**src/rtl/tx_link_sched_pkg.sv**
```systemverilog
// Shared types and constants for the transmit link scheduler.
// Contents:
//   FLOW_ID_W / FLOW_SEQ_NUM_W / TX_CNT_W : widths of the engine head fields
//   FLOW_ID_NONE / FLOW_SEQ_NONE          : "no entry" marker values
//   TXS_OUT_W                             : width of one captured head entry
//   txs_state_e                           : scheduler FSM encoding
//   txs_head_t                            : packed head entry (fid, seq, tx_id)
//   clogb2()                              : ceiling log2 for index widths
package tx_link_sched_pkg;

    localparam int FLOW_ID_W      = 8;
    localparam int FLOW_SEQ_NUM_W = 16;
    localparam int TX_CNT_W       = 8;

    localparam logic [FLOW_ID_W-1:0]      FLOW_ID_NONE  = '1;
    localparam logic [FLOW_SEQ_NUM_W-1:0] FLOW_SEQ_NONE = '1;

    localparam int TXS_OUT_W = FLOW_ID_W + FLOW_SEQ_NUM_W + TX_CNT_W;

    typedef enum logic [1:0] {
        TXS_IDLE  = 2'd0,
        TXS_SERVE = 2'd1,
        TXS_GAP   = 2'd2
    } txs_state_e;

    typedef struct packed {
        logic [FLOW_ID_W-1:0]      fid;
        logic [FLOW_SEQ_NUM_W-1:0] seq;
        logic [TX_CNT_W-1:0]       tx_id;
    } txs_head_t;

    function automatic int clogb2(input int value);
        int r;
        r = 0;
        while ((1 << r) < value) begin
            r = r + 1;
        end
        return r;
    endfunction

endpackage

```
**src/rtl/tx_link_sched_rr_next_sel.sv**
```systemverilog
// Wrapping priority finder for the round-robin pointer.
// Ports:
//   req   : request vector, one bit per engine
//   base  : starting index
//   incl  : 1 = search at or after base, 0 = strictly after base
//   idx   : index of the first request found
//   found : at least one request matched
// With incl=0 the search still wraps all the way back to base itself as the
// last candidate, so a lone requester can be re-selected after its turn.
module rr_next_sel
    import tx_link_sched_pkg::*;
#(
    parameter int N     = 4,
    parameter int IDX_W = 2
) (
    input  logic [N-1:0]     req,
    input  logic [IDX_W-1:0] base,
    input  logic             incl,
    output logic [IDX_W-1:0] idx,
    output logic             found
);

    function automatic logic [IDX_W-1:0] wrap_add(input logic [IDX_W-1:0] a, input int k);
        return a + IDX_W'(k);
    endfunction

    always_comb begin
        idx   = '0;
        found = 1'b0;
        for (int k = 0; k < N; k++) begin
            if (!found && req[wrap_add(base, incl ? k : k + 1)]) begin
                idx   = wrap_add(base, incl ? k : k + 1);
                found = 1'b1;
            end
        end
    end

endmodule

```
**src/rtl/tx_link_sched.sv**
```systemverilog
// Weighted round-robin scheduler sharing one MAC link between N_ENG engines.
// Ports:
//   clk, rst          : clock, synchronous active-high reset
//   eng_val_in        : per-engine head valid
//   eng_fid_in/seq/tx : packed head fields, engine 0 in the LSBs
//   eng_pop_out       : one-hot pop, combinational in the grant cycle
//   cfg_we/addr/data  : addr 0..N_ENG-1 = weight, addr N_ENG = gap, others ignored
//   link_rdy          : MAC accepts the output entry this cycle
//   out_val/eng/fid/seq/tx_id : single-entry output register toward the MAC
//
// state | meaning
// ------+--------------------------------------------------------------
// IDLE  | no engine being served; grants first eligible at/after ptr
// SERVE | serving ptr until its deficit is spent or it goes ineligible
// GAP   | pacing after a grant; gap_cnt counts down, no grants
module tx_link_sched
    import tx_link_sched_pkg::*;
#(
    parameter int N_ENG    = 4,
    parameter int WEIGHT_W = 8,
    parameter int GAP_W    = 8,
    localparam int IDX_W   = clogb2(N_ENG)
) (
    input  logic                           clk,
    input  logic                           rst,
    input  logic [N_ENG-1:0]               eng_val_in,
    input  logic [N_ENG*FLOW_ID_W-1:0]      eng_fid_in,
    input  logic [N_ENG*FLOW_SEQ_NUM_W-1:0] eng_seq_in,
    input  logic [N_ENG*TX_CNT_W-1:0]       eng_tx_id_in,
    output logic [N_ENG-1:0]               eng_pop_out,
    input  logic                           cfg_we,
    input  logic [IDX_W:0]                 cfg_addr,
    input  logic [WEIGHT_W-1:0]            cfg_data,
    input  logic                           link_rdy,
    output logic                           out_val,
    output logic [IDX_W-1:0]               out_eng,
    output logic [FLOW_ID_W-1:0]           out_fid,
    output logic [FLOW_SEQ_NUM_W-1:0]      out_seq,
    output logic [TX_CNT_W-1:0]            out_tx_id
);

    logic [WEIGHT_W-1:0] weight [N_ENG];
    logic [GAP_W-1:0]    gap_reg;
    logic [GAP_W-1:0]    gap_cnt, gap_nxt;
    logic [IDX_W-1:0]    ptr, ptr_nxt;
    logic [WEIGHT_W-1:0] deficit, def_nxt;
    txs_state_e          state, state_nxt;

    logic [N_ENG-1:0]    eligible;
    logic                can_issue;
    logic [IDX_W-1:0]    at_idx, nxt_idx, cur_idx;
    logic                at_found, nxt_found;
    logic                grant, issue_step;
    logic [WEIGHT_W-1:0] cur_def, left_def;
    txs_head_t           grant_head, out_head;

    always_comb begin
        for (int i = 0; i < N_ENG; i++) begin
            eligible[i] = eng_val_in[i] && (weight[i] != '0);
        end
    end

    assign can_issue = (!out_val || link_rdy) && (gap_cnt == '0);

    // In IDLE the engine to serve is found on the fly; in SERVE it is ptr.
    assign cur_idx = (state == TXS_IDLE) ? at_idx : ptr;

    rr_next_sel #(.N(N_ENG), .IDX_W(IDX_W)) u_sel_at (
        .req   (eligible),
        .base  (ptr),
        .incl  (1'b1),
        .idx   (at_idx),
        .found (at_found)
    );

    rr_next_sel #(.N(N_ENG), .IDX_W(IDX_W)) u_sel_after (
        .req   (eligible),
        .base  (cur_idx),
        .incl  (1'b0),
        .idx   (nxt_idx),
        .found (nxt_found)
    );

    always_comb begin
        state_nxt  = state;
        ptr_nxt    = ptr;
        def_nxt    = deficit;
        gap_nxt    = (gap_cnt != '0) ? gap_cnt - GAP_W'(1) : '0;
        grant      = 1'b0;
        issue_step = 1'b0;
        cur_def    = deficit;
        left_def   = deficit;

        case (state)
            TXS_IDLE: begin
                if (can_issue && at_found) begin
                    issue_step = 1'b1;
                    grant      = 1'b1;
                    cur_def    = weight[at_idx];
                end
            end
            TXS_SERVE: begin
                if (can_issue) begin
                    issue_step = 1'b1;
                    grant      = eligible[ptr] && (deficit != '0);
                end
            end
            TXS_GAP: begin
                // Leave as the counter reaches zero so the next grant can
                // land in the first cycle gap_cnt reads zero.
                if (gap_cnt <= GAP_W'(1)) begin
                    state_nxt = (deficit != '0) ? TXS_SERVE : TXS_IDLE;
                end
            end
            default: state_nxt = TXS_IDLE;
        endcase

        if (issue_step) begin
            left_def  = grant ? cur_def - WEIGHT_W'(1) : cur_def;
            ptr_nxt   = cur_idx;
            def_nxt   = left_def;
            state_nxt = TXS_SERVE;
            if (!grant || left_def == '0) begin
                if (nxt_found) begin
                    ptr_nxt = nxt_idx;
                    def_nxt = weight[nxt_idx];
                end else begin
                    ptr_nxt   = cur_idx + IDX_W'(1);
                    def_nxt   = '0;
                    state_nxt = TXS_IDLE;
                end
            end
            if (grant && gap_reg != '0) begin
                state_nxt = TXS_GAP;
                gap_nxt   = gap_reg;
            end
        end
    end

    always_comb begin
        grant_head.fid   = eng_fid_in[cur_idx*FLOW_ID_W +: FLOW_ID_W];
        grant_head.seq   = eng_seq_in[cur_idx*FLOW_SEQ_NUM_W +: FLOW_SEQ_NUM_W];
        grant_head.tx_id = eng_tx_id_in[cur_idx*TX_CNT_W +: TX_CNT_W];
    end

    // Pop is suppressed while rst is high so no engine dequeues an entry
    // that the output register is about to drop.
    always_comb begin
        eng_pop_out = '0;
        if (grant && !rst) begin
            eng_pop_out[cur_idx] = 1'b1;
        end
    end

    always_ff @(posedge clk) begin
        if (rst) begin
            state   <= TXS_IDLE;
            ptr     <= '0;
            deficit <= '0;
            gap_cnt <= '0;
        end else begin
            state   <= state_nxt;
            ptr     <= ptr_nxt;
            deficit <= def_nxt;
            gap_cnt <= gap_nxt;
        end
    end

    always_ff @(posedge clk) begin
        if (rst) begin
            for (int i = 0; i < N_ENG; i++) begin
                weight[i] <= WEIGHT_W'(1);
            end
            gap_reg <= '0;
        end else if (cfg_we) begin
            if (!cfg_addr[IDX_W]) begin
                weight[cfg_addr[IDX_W-1:0]] <= cfg_data;
            end else if (cfg_addr[IDX_W-1:0] == '0) begin
                gap_reg <= GAP_W'(cfg_data);
            end
        end
    end

    always_ff @(posedge clk) begin
        if (rst) begin
            out_val        <= 1'b0;
            out_eng        <= '0;
            out_head.fid   <= FLOW_ID_NONE;
            out_head.seq   <= FLOW_SEQ_NONE;
            out_head.tx_id <= '0;
        end else if (grant) begin
            out_val  <= 1'b1;
            out_eng  <= cur_idx;
            out_head <= grant_head;
        end else if (link_rdy) begin
            out_val <= 1'b0;
        end
    end

    assign out_fid   = out_head.fid;
    assign out_seq   = out_head.seq;
    assign out_tx_id = out_head.tx_id;

endmodule

```
**config.mk**
```make
export PLATFORM = sky130hd
export DESIGN_NAME = tx_link_sched
export DESIGN_NICKNAME = d
export VERILOG_FILES = /design/src/rtl/tx_link_sched_pkg.sv /design/src/rtl/tx_link_sched_rr_next_sel.sv /design/src/rtl/tx_link_sched.sv
export SDC_FILE = /design/constraint.sdc
export NUM_CORES = 1
export LEC_CHECK = 0
export BUFFER_PORTS_ARGS = -buffer_cell sky130_fd_sc_hd__buf_2
export CORE_UTILIZATION = 35
export DETAILED_ROUTE_END_ITERATION = 7
export PLACE_DENSITY = 0.59
export SLEW_MARGIN = 20
export SYNTH_ARGS = -nofsm -noshare
export SYNTH_HDL_FRONTEND = slang
export SYNTH_SLANG_ARGS = --single-unit
```
**constraint.sdc**
```tcl
create_clock -name clk -period 4.6 [get_ports clk]
set_input_delay 0.69 -clock clk [delete_from_list [all_inputs] [get_ports clk]]
set_output_delay 0.69 -clock clk [all_outputs]
set_load 0.01 [all_outputs]
```
==> flow_summary_export.csv, run 1 <==
group,metric,value,unit
timing,tightestPinTransition,0.756,ns
clock_tree,post_cts_buffers,0,
worst_setup_path,max_stage_delay,0.53,ns
worst_setup_path,crit_chain,"inv_1, ha_1, or3b_1, or4_1, nor3_1, nand2_2, a2111oi_2, a211o_1, ha_1, and2_1, o311ai_1, xor2_1, nor2_1, a31o_4, mux2i_1, a211oi_1",
global_route,grt_overflow,0,
finish,largest_register_ffs,32,
floorplanning,rows,48,
finish,top_register,"weight",
finish,final_common_cell,"buf_2",
synth,ys_types,77,
drt,first_pass_iters,5,
power_and_ir_drop,vdd_drop_max,0.369,mV
floorplanning,dieWidth,135,um
floorplanning,die_h,135,um
timing,setup_viol,0,
clock_tree,cts_tree,"built",
clock_tree,postCtsHoldBufs,0,
timing,period_needed,4.25,ns
flow_run,cap_viol_max_count,0,
synth,synth_top_area_frac,0.202,
global_route,grt_max_degree,69,
clock_tree,clock_path_buffers,2,
drt,drc,0,
clock_tree,htree_levels,3,
worst_setup_path,crit_path_start_kind,"register",
drt,drt-vias-per-instance,5.46,
min_path,worstHoldPathType,"reg2reg",
synth,yosys.area.top_type,"dfxtp_1",
drt,ant_nets,0,
timing,rsz0062_at_grt,"false",
finish,area_delta_synth_final,24.6,%
drt,detail_route.wirelength,20500,um
drt,drtIter0Drc,560,
timing,fin_crit_sh,0.925,
worst_setup_path,end_kind,"register",
synth,synth_async_sr_flop_share,0,
worst_setup_path,crit_top_cell,"ha_1",
status,run_status,"complete, no violations",
global_route,grt_pass1_vias,5855,
synth,seq_area_frac_synth,0.356,
clock_tree,cts_sinks,95,
global_route,grt_pass1_wl,31200,um
finish,drive_above_1_share,0.288,
timing,hold_viol,0,
worst_setup_path,crit_required,4.88,ns
drt,vias,6421,
worst_setup_path,critPathKind,"reg2reg",
power_and_ir_drop,power.leakage,3.34,nW
synth,ys_ff_latch,95,
timing,clock_skew,0.00985,ns
clock_tree,clk_latency,0.36,ns
worst_setup_path,crit_fanout,11,
synth,synth_ff_type,"dfxtp_1",
worst_setup_path,crit_family,"simple AND/OR/NAND/NOR gates",
worst_setup_path,crit_path_top_delay_cell,"or4_1",
synth,synth_area_per_cell,8.01,sq um
global_route,grtUsageTotal,0.219,
placed_design,dpl.hpwl,15600,um
floorplanning,die_area,0.0184,sq mm
worst_setup_path,crit_arrival,4.53,ns
clock_tree,clock-root-buffer,"clkbuf_16",
power_and_ir_drop,power_density,649,mW/mm^2
drt,wl_per_cell,17.4,um
global_route,antenna_found_initial,0,
synth,yosys_warnings,0,
floorplanning,io_pins,186,
clock_tree,path_clk_slew,0.07,ns
timing,fmax,235,MHz
synth,synthesis.area,0.00623,sq mm
synth,synth_area_leaders,"dfxtp_1 20%, edfxtp_1 15%, nand2_1 11%, a311oi_1 4.5%, a21oi_1 3.9%",
finish,antenna_cells,0,
synth,synth_edf_count,32,
synth,synth_cells,778,
synth,syn-num-nets,932,
timing,hold_slack,0.457,ns
timing,maxSlewHeadroom,0.490,
placed_design,numPortBuffers,185,
floorplanning,start_util,0.359,
timing,drv_slew,0,
finish,fin_nets,1100,
finish,final_cell_mix,"185 x buf_2, 183 x nand2_1, 63 x dfxtp_1, 62 x nor2_1, 48 x a21oi_1",
placed_design,gp_congestion,0.893,
clock_tree,cts_buffers,9,
timing,tns,0,ns
floorplanning,fp.coreArea,0.0174,sq mm
worst_setup_path,worst-path-buf-inv,1,
==> repair_timing <==
| item | 4_1_cts | 5_1_grt |
|---|---|---|
| setup endpoints to repair | 0 | 7 |
| endpoints found under the hold margin | 0 | 0 |
| resized for setup | 0 | 4 |
==> cells in the mapped netlist, drive strengths merged (4+ instances only) <==
cell type / number
nor4: 11
a211o: 28
nor3: 18
edfxtp: 32
a311oi: 33
nand3: 7
or2: 7
or4: 7
a21oi: 49
o21ai: 17
mux2: 15
nand2: 184
dfxtp: 63
o311ai: 4
inv: 15
clkbuf: 43
nor2b: 9
nor3b: 6
mux2i: 16
a211oi: 11
a31oi: 8
nor2: 63
a22oi: 6
buf: 12
xor2: 6
o211ai: 7
and3: 33
ha: 7
and2: 11
==> per-stage QoR <==
step | power (W) | setup slack (ns) | std cells | cell area, sq um | util
6_report | 0.00504 | 0.346 | 1176 | 7770 | 0.448
5_1_grt | 0.00540 | 0.0349 | 1176 | 7770 | 0.448
4_1_cts | 0.00503 | 0.221 | 1176 | 7760 | 0.447
3_5_place_dp | 0.00419 | 0.227 | 1160 | 7420 | 0.428
3_3_place_gp | 0.00422 | 0.423 | 1160 | 7420 | 0.428
2_1_floorplan | 0.00337 | 0.203 | 778 | 6230 | -
==> kinds of logic (layout without fill, tap and decap cells) <==
logic type                 count (synthesis)  in the layout  synth area share
adders and majority gates                  7              7            0.0140
buffers and inverters                     70            243            0.0462
xor gates and xnor gates                   8              8            0.0124
AOI/OAI and AO/OA                        198            198             0.242
DFF                                       95             95             0.356
and+or+nand+nor                          369            369             0.273
muxes                                     31             31            0.0554
==> path summary, 6_finish.rpt <==
| path | startpoint | to | slack (ns) | depth (start not counted) |
|---|---|---|---|---|
| max | gap_cnt[0]$_SDFF_PP0_ | ptr[1]$_SDFFE_PP0P_ | 0.35 | 16 |
| min | out_seq[14]$_SDFFE_PP1P_ | out_seq[14]$_SDFFE_PP1P_ | 0.46 | 1 |
| max reg2reg | gap_cnt[0]$_SDFF_PP0_ | ptr[1]$_SDFFE_PP0P_ | 0.35 | 16 |
| min reg2reg | out_seq[14]$_SDFFE_PP1P_ | out_seq[14]$_SDFFE_PP1P_ | 0.46 | 1 |
==> worst register-to-register path, delay by kind of cell (launching register included) <==
kind	cells	cell delay, ns
buffers and inverters	1	0.07
AND/OR/NAND/NOR	6	1.69
flip-flops	1	0.32
XOR/XNOR	1	0.20
AO/OA/AOI/OAI	5	1.32
multiplexers	1	0.14
adder cells (fa/ha/maj)	2	0.44
==> per-layer routing <==
layer | share of wire | vias to the layer above | track usage
li1 | - | 3176 | -
met1 | 0.45 | 3030 | 0.287
met2 | 0.49 | 195 | 0.371
met3 | 0.050 | 20 | 0.0303
met4 | 0.012 | 0 | 0.0668
met5 | 0 | - | 0
==> where the power goes <==
group          total [W]  switching, W  internal, W
registers        0.00120      0.000140      0.00106
clock network   0.000829      0.000329     0.000500
logic            0.00302       0.00181      0.00121
total            0.00504       0.00228      0.00276
==> area by class of cell <==
type | count | area [sq um]
clock buffer | 13 | 292
fill | 1738 | 9590
sequential | 95 | 2220
multi-input combinational | 613 | 3740
inverter | 15 | 56.3
timing repair buffer | 212 | 1130
tap | 225 | 282
clock inverter | 3 | 45.0
Power figures use the tool's default switching activity.
==> inputs of run 2 (changes only) <==
--- a/config.mk
+++ b/config.mk
@@ -8,7 +8,6 @@
 export BUFFER_PORTS_ARGS = -buffer_cell sky130_fd_sc_hd__buf_2
 export CORE_UTILIZATION = 35
 export DETAILED_ROUTE_END_ITERATION = 7
-export PLACE_DENSITY = 0.59
 export SLEW_MARGIN = 20
 export SYNTH_ARGS = -nofsm -noshare
 export SYNTH_HDL_FRONTEND = slang
==> constraint.sdc (replaced) <==
create_clock -name clk -period 5.2 [get_ports clk]
set_input_delay 0.78 -clock clk [delete_from_list [all_inputs] [get_ports clk]]
set_output_delay 0.78 -clock clk [all_outputs]
set_load 0.01 [all_outputs]
==> run 2 against run 1 <==
Clock power fell by 20%. Setup slack improved by 0.34 ns. Via count rose by 0.23%. Fmax fell by 5.8%.
==> flow_summary_export.csv, run 2 (synthesized netlist as in run 1, its figures left out) <==
group,metric,value,unit
power_and_ir_drop,swShare,0.462,
worst_setup_path,crit_arrival,4.79,ns
drt,vias,6436,
floorplanning,die_h,135,um
power_and_ir_drop,p_comb_frac,0.602,
global_route,grt_overflow,0,
finish,area_delta_synth_final,22.5,%
global_route,grt_pass1_vias,5712,
floorplanning,die_area,0.0184,sq mm
worst_setup_path,crit_path_top_delay_cell,"or4_1",
global_route,grt_pass1_wl,30900,um
clock_tree,post_cts_buffers,0,
clock_tree,htree_levels,3,
drt,wl_per_cell,17.3,um
flow_run,cap_viol_max_count,0,
worst_setup_path,crit_fanout,14,
floorplanning,start_util,0.359,
clock_tree,path_clk_slew,0.07,ns
worst_setup_path,worst-path-buf-inv,1,
clock_tree,clk_latency,0.35,ns
timing,fmax,222,MHz
placed_design,numPortBuffers,185,
timing,maxSlewHeadroom,0.536,
timing,clock_skew,0.0119,ns
worst_setup_path,crit_top_cell,"ha_1",
worst_setup_path,crit_required,5.47,ns
placed_design,dpl.hpwl,15200,um
timing,fin_crit_sh,0.868,
drt,drt-vias-per-instance,5.52,
timing,hold_viol,0,
clock_tree,cts_buffers,9,
timing,period_needed,4.51,ns
drt,ant_nets,0,
floorplanning,rows,48,
power_and_ir_drop,power.switching,0.00200,W
finish,final_cell_mix,"185 x buf_2, 184 x nand2_1, 63 x dfxtp_1, 62 x nor2_1, 49 x a21oi_1",
worst_setup_path,crit_chain,"inv_1, ha_1, or3b_1, or4_1, nor3_1, nand2_1, a2111oi_0, a211o_1, ha_1, and2_1, o311ai_1, xor2_1, nor2_1, a31o_4, mux2i_1, a211oi_1",
power_and_ir_drop,internal_power,0.00233,W
timing,setup_viol,0,
power_and_ir_drop,clock_power_share,0.154,
power_and_ir_drop,power.leakage,3.26,nW
drt,drtIter0Drc,433,
timing,rsz0062_at_grt,"false",
clock_tree,postCtsHoldBufs,0,
finish,stdcell_count,1165,
drt,detail_route.wirelength,20200,um
placed_design,gp_congestion,0.918,
placed_design,dpl.cell_count,1149,
finish,utilization,0.440,
timing,tightestPinTransition,0.695,ns
finish,antenna_cells,0,
global_route,grtUsageTotal,0.217,
clock_tree,clock_path_buffers,2,
power_and_ir_drop,vdd_drop_max,0.228,mV
power_and_ir_drop,power,0.00433,W
worst_setup_path,end_kind,"register",
floorplanning,io_pins,186,
finish,largest_register_ffs,32,
global_route,antenna_found_initial,0,
clock_tree,cts.repair.resized,0,
timing,tns,0,ns
drt,drc,0,
floorplanning,fp.coreArea,0.0174,sq mm
power_and_ir_drop,power_density,567,mW/mm^2
min_path,worstHoldPathType,"reg2reg",
timing,drv_slew,0,
power_and_ir_drop,seqPwrFrac,0.244,
finish,final_common_cell,"buf_2",
finish,drive_above_1_share,0.276,
worst_setup_path,max_stage_delay,0.61,ns
worst_setup_path,crit_path_start_kind,"register",
floorplanning,dieWidth,135,um
worst_setup_path,crit_family,"simple AND/OR/NAND/NOR gates",
clock_tree,cts_tree,"built",
clock_tree,cts_sinks,95,
global_route,grt_max_degree,69,
worst_setup_path,critPathKind,"reg2reg",
finish,top_register,"weight",
clock_tree,clock-root-buffer,"clkbuf_16",
status,run_status,"complete, no violations",
drt,first_pass_iters,5,
finish,fin_nets,1089,
[run 2: cell count changes in the layout (fill, tap and decap cells not counted), sizes merged]
cell,change
clkinv,+1
inv,+1
clkbuf,-3
clkinvlp,+1
buf,-11
[run 2: metal layers]
metal  vias to the layer above  global-route usage  wire, um
met3                        42              0.0344      1170
met2                       252               0.348      9300
met4                         0              0.0943       639
met1                      2982               0.289      9080
li1                       3160                   -         -
met5                         -                   0         0
[run 2: cell type report]
cell class              count  area [sq um]
well taps                 225           282
clock buffers              10           229
inverters                  15          56.3
flip-flops and latches     95          2220
repair buffers            201          1050
fillers                  1754          9720
clock inverters             6          68.8
multi-input cells         613          3730
[run 2: final timing paths]
path	start	to	slack, ns	cells after the start
hold / removal	out_eng[0]$_SDFFE_PP0P_	out_eng[0]$_SDFFE_PP0P_	0.45	2
setup reg to reg	gap_cnt[0]$_SDFF_PP0_	ptr[1]$_SDFFE_PP0P_	0.69	16
setup / recovery	gap_cnt[0]$_SDFF_PP0_	ptr[1]$_SDFFE_PP0P_	0.69	16
hold reg to reg	out_eng[0]$_SDFFE_PP0P_	out_eng[0]$_SDFFE_PP0P_	0.45	2
[run 2: per-stage QoR]
stage	worst slack [ns]	instance area (sq um)	hold slack, ns
after CTS	0.689	7640	0.459
after detailed placement	0.680	7340	0.444
after floorplan	0.803	6230	0.445
after global routing	0.244	7640	0.475
after global placement	0.840	7340	0.437
final	0.686	7640	0.454
[run 2: power groups by stage]
stage / sequential, W / clock, W / combinational [W]
global placement: 0.00107 / 0 / 0.00260
floorplan: 0.00108 / 0 / 0.00190
detailed placement: 0.00107 / 0 / 0.00259
finish: 0.00106 / 0.000666 / 0.00261
global route: 0.00108 / 0.000707 / 0.00288
CTS: 0.00105 / 0.000680 / 0.00260
[run 2: worst min-delay path: cells and delay by family (launching register included)]
kind	cells	cell delay, ns
DFF	1	0.31
and+or+nand+nor	1	0.05
AOI/OAI and AO/OA	1	0.05
==> inputs of run 3 (changes only) <==
--- a/config.mk
+++ b/config.mk
@@ -8,6 +8,7 @@
 export BUFFER_PORTS_ARGS = -buffer_cell sky130_fd_sc_hd__buf_2
 export CORE_UTILIZATION = 35
 export DETAILED_ROUTE_END_ITERATION = 7
+export RECOVER_POWER = 25
 export SLEW_MARGIN = 20
 export SYNTH_ARGS = -nofsm -noshare
 export SYNTH_HDL_FRONTEND = slang
==> constraint.sdc (replaced) <==
create_clock -name clk -period 4.87 [get_ports clk]
set_input_delay 0.7305 -clock clk [delete_from_list [all_inputs] [get_ports clk]]
set_output_delay 0.7305 -clock clk [all_outputs]
set_load 0.01 [all_outputs]
==> run 3 against run 2 <==
Sequential power grew 7%. Clock skew down 0.00055 ns. Register-to-register slack worse by 0.23 ns. Final area increased by 0.11%. Via count is 0.34% higher. Power is 7.4% higher. Global-route usage rose by 0.43 points. Worst hold slack barely moved. Flip-flop and latch count is the same. Non-clock buffer count is 4 higher. Die area unchanged. Critical path depth unchanged. Largest power group unchanged.
==> flow_summary_export.csv, run 3 (synthesized netlist as in run 1, its figures left out) <==
group,metric,value,unit
finish,largest_register_ffs,32,
placed_design,dpl.cell_count,1153,
min_path,hold_depth,2,
clock_tree,htree_levels,3,
floorplanning,fp.coreArea,0.0174,sq mm
finish,fin_nets,1093,
worst_setup_path,critPathKind,"reg2reg",
worst_setup_path,regToRegSetupSlack,0.45,ns
placed_design,numPortBuffers,185,
worst_setup_path,worstRegToRegCells,16,
worst_setup_path,end_kind,"register",
floorplanning,io_pins,186,
floorplanning,rows,48,
finish,stdcell_count,1169,
status,run_status,"complete, no violations",
worst_setup_path,cp-endpoint,"ptr[1]$_SDFFE_PP0P_",
timing,clock_skew,0.0114,ns
global_route,grt_max_degree,69,
floorplanning,die_h,135,um
finish,drive_above_1_share,0.243,
placed_design,place_area,0.00737,sq mm
flow_run,cap_viol_max_count,0,
worst_setup_path,r2r-end,"ptr[1]$_SDFFE_PP0P_",
timing,maxSlewHeadroom,0.515,
clock_tree,postCtsHoldBufs,0,
global_route,antenna_found_initial,0,
worst_setup_path,crit_fanout,11,
power_and_ir_drop,power_density,608,mW/mm^2
timing,period_needed,4.42,ns
clock_tree,post_cts_buffers,0,
clock_tree,clk_latency,0.35,ns
power_and_ir_drop,vdd_drop_max,0.396,mV
finish,nFillCells,1786,
finish,utilization,0.440,
global_route,grt_pass1_vias,5888,
finish,area_delta_synth_final,22.6,%
finish,multi_input_area,0.00373,sq mm
worst_setup_path,crit_path_start_kind,"register",
finish,final_common_cell,"nand2_1",
worst_setup_path,crit_arrival,4.68,ns
drt,wl_per_cell,17.7,um
finish,final_cell_mix,"184 x nand2_1, 151 x buf_2, 63 x dfxtp_1, 62 x nor2_1, 49 x a21oi_1",
placed_design,gp_congestion,0.872,
global_route,grtUsageTotal,0.222,
power_and_ir_drop,power.leakage,3.21,nW
drt,detail_route.wirelength,20700,um
timing,tns,0,ns
drt,drtIter0Drc,433,
timing,drv_slew,0,
min_path,worstHoldPathType,"reg2reg",
drt,drc,0,
placed_design,pre_cts_ws,0.490,ns
drt,drt-vias-per-instance,5.52,
floorplanning,dieWidth,135,um
global_route,grt_pass1_wl,31500,um
global_route,grt_overflow,0,
timing,rsz0062_at_grt,"false",
clock_tree,clock-root-buffer,"clkbuf_16",
timing,setup_ws,0.451,ns
worst_setup_path,startpoint,"gap_cnt[0]$_SDFF_PP0_",
worst_setup_path,regToRegStartpoint,"gap_cnt[0]$_SDFF_PP0_",
finish,seq_area,0.00222,sq mm
clock_tree,clock_path_buffers,2,
clock_tree,cts_sinks,95,
clock_tree,cts_buffers,9,
clock_tree,path_clk_slew,0.07,ns
timing,tightestPinTransition,0.720,ns
finish,antenna_cells,0,
finish,top_register,"weight",
drt,vias,6458,
worst_setup_path,crit_required,5.14,ns
clock_tree,cts.repair.resized,0,
placed_design,dpl.hpwl,15600,um
drt,first_pass_iters,5,
drt,ant_nets,0,
timing,hold_viol,0,
timing,fmax,226,MHz
floorplanning,start_util,0.359,
timing,fin_crit_sh,0.907,
finish,post-route-cell-area,0.00764,sq mm
clock_tree,cts_tree,"built",
floorplanning,die_area,0.0184,sq mm
timing,setup_viol,0,
==> run 3: changes by cell type in the layout (fill, tap and decap cells not counted), sizes merged <==
cell    previous run  this run
buf              201       171
clkbuf            10        46
clkinv             2         1
inv               17        16
==> run 3: worst min path at each step <==
stage                             startpoint                  endpoint  slack [ns]
finish               out_eng[1]$_SDFFE_PP0P_   out_eng[1]$_SDFFE_PP0P_        0.45
detailed placement  out_seq[15]$_SDFFE_PP1P_  out_seq[15]$_SDFFE_PP1P_        0.44
global route         out_fid[7]$_SDFFE_PP1P_   out_fid[7]$_SDFFE_PP1P_        0.48
global placement     out_seq[6]$_SDFFE_PP1P_   out_seq[6]$_SDFFE_PP1P_        0.44
floorplan            gap_reg[7]$_SDFFE_PP0P_     gap_cnt[7]$_SDFF_PP0_        0.44
CTS                  out_eng[1]$_SDFFE_PP0P_   out_eng[1]$_SDFFE_PP0P_        0.46
==> run 3: layout make-up <==
cell class	instances	share of cell area
clock inverter	4	0.00671
clock buffer	12	0.0350
sequential	95	0.291
multi-input combinational	613	0.488
tap	225	0.0368
inverter	15	0.00736
timing repair buffer	205	0.135
==> run 3: metal layers <==
| layer | wire (um) | vias up | global-route usage |
|---|---|---|---|
| met4 | 599 | 0 | 0.0893 |
| met2 | 9720 | 223 | 0.362 |
| li1 | - | 3169 | - |
| met1 | 9080 | 3025 | 0.290 |
| met3 | 1260 | 41 | 0.0374 |
| met5 | 0 | - | 0 |
==> run 3: worst max-delay path, stage by stage, from the launching register on <==
cell and delay [ns]:
dfxtp_1 0.33, inv_1 0.08, ha_1 0.21, or3b_1 0.43, or4_1 0.62, nor3_1 0.28
nand2_1 0.13, a2111oi_0 0.55, a211o_1 0.27, ha_1 0.22, and2_1 0.15, o311ai_1 0.11
xor2_1 0.20, nor2_1 0.08, a31o_4 0.31, mux2i_1 0.13, a211oi_1 0.25
==> run 3: power by group <==
group / internal (W) / leakage [nW] / switching, W
Clock: 0.000444 / 0.154 / 0.000295
Sequential: 0.000997 / 0.828 / 0.000136
Combinational: 0.00108 / 2.23 / 0.00170
Total: 0.00252 / 3.21 / 0.00213
==> run 3: per-stage QoR <==
step,hold WS [ns],total power [W]
after floorplan,0.445,0.00318
final,0.454,0.00465
after detailed placement,0.444,0.00393
after global routing,0.481,0.00500
after CTS,0.460,0.00468
after global placement,0.437,0.00394
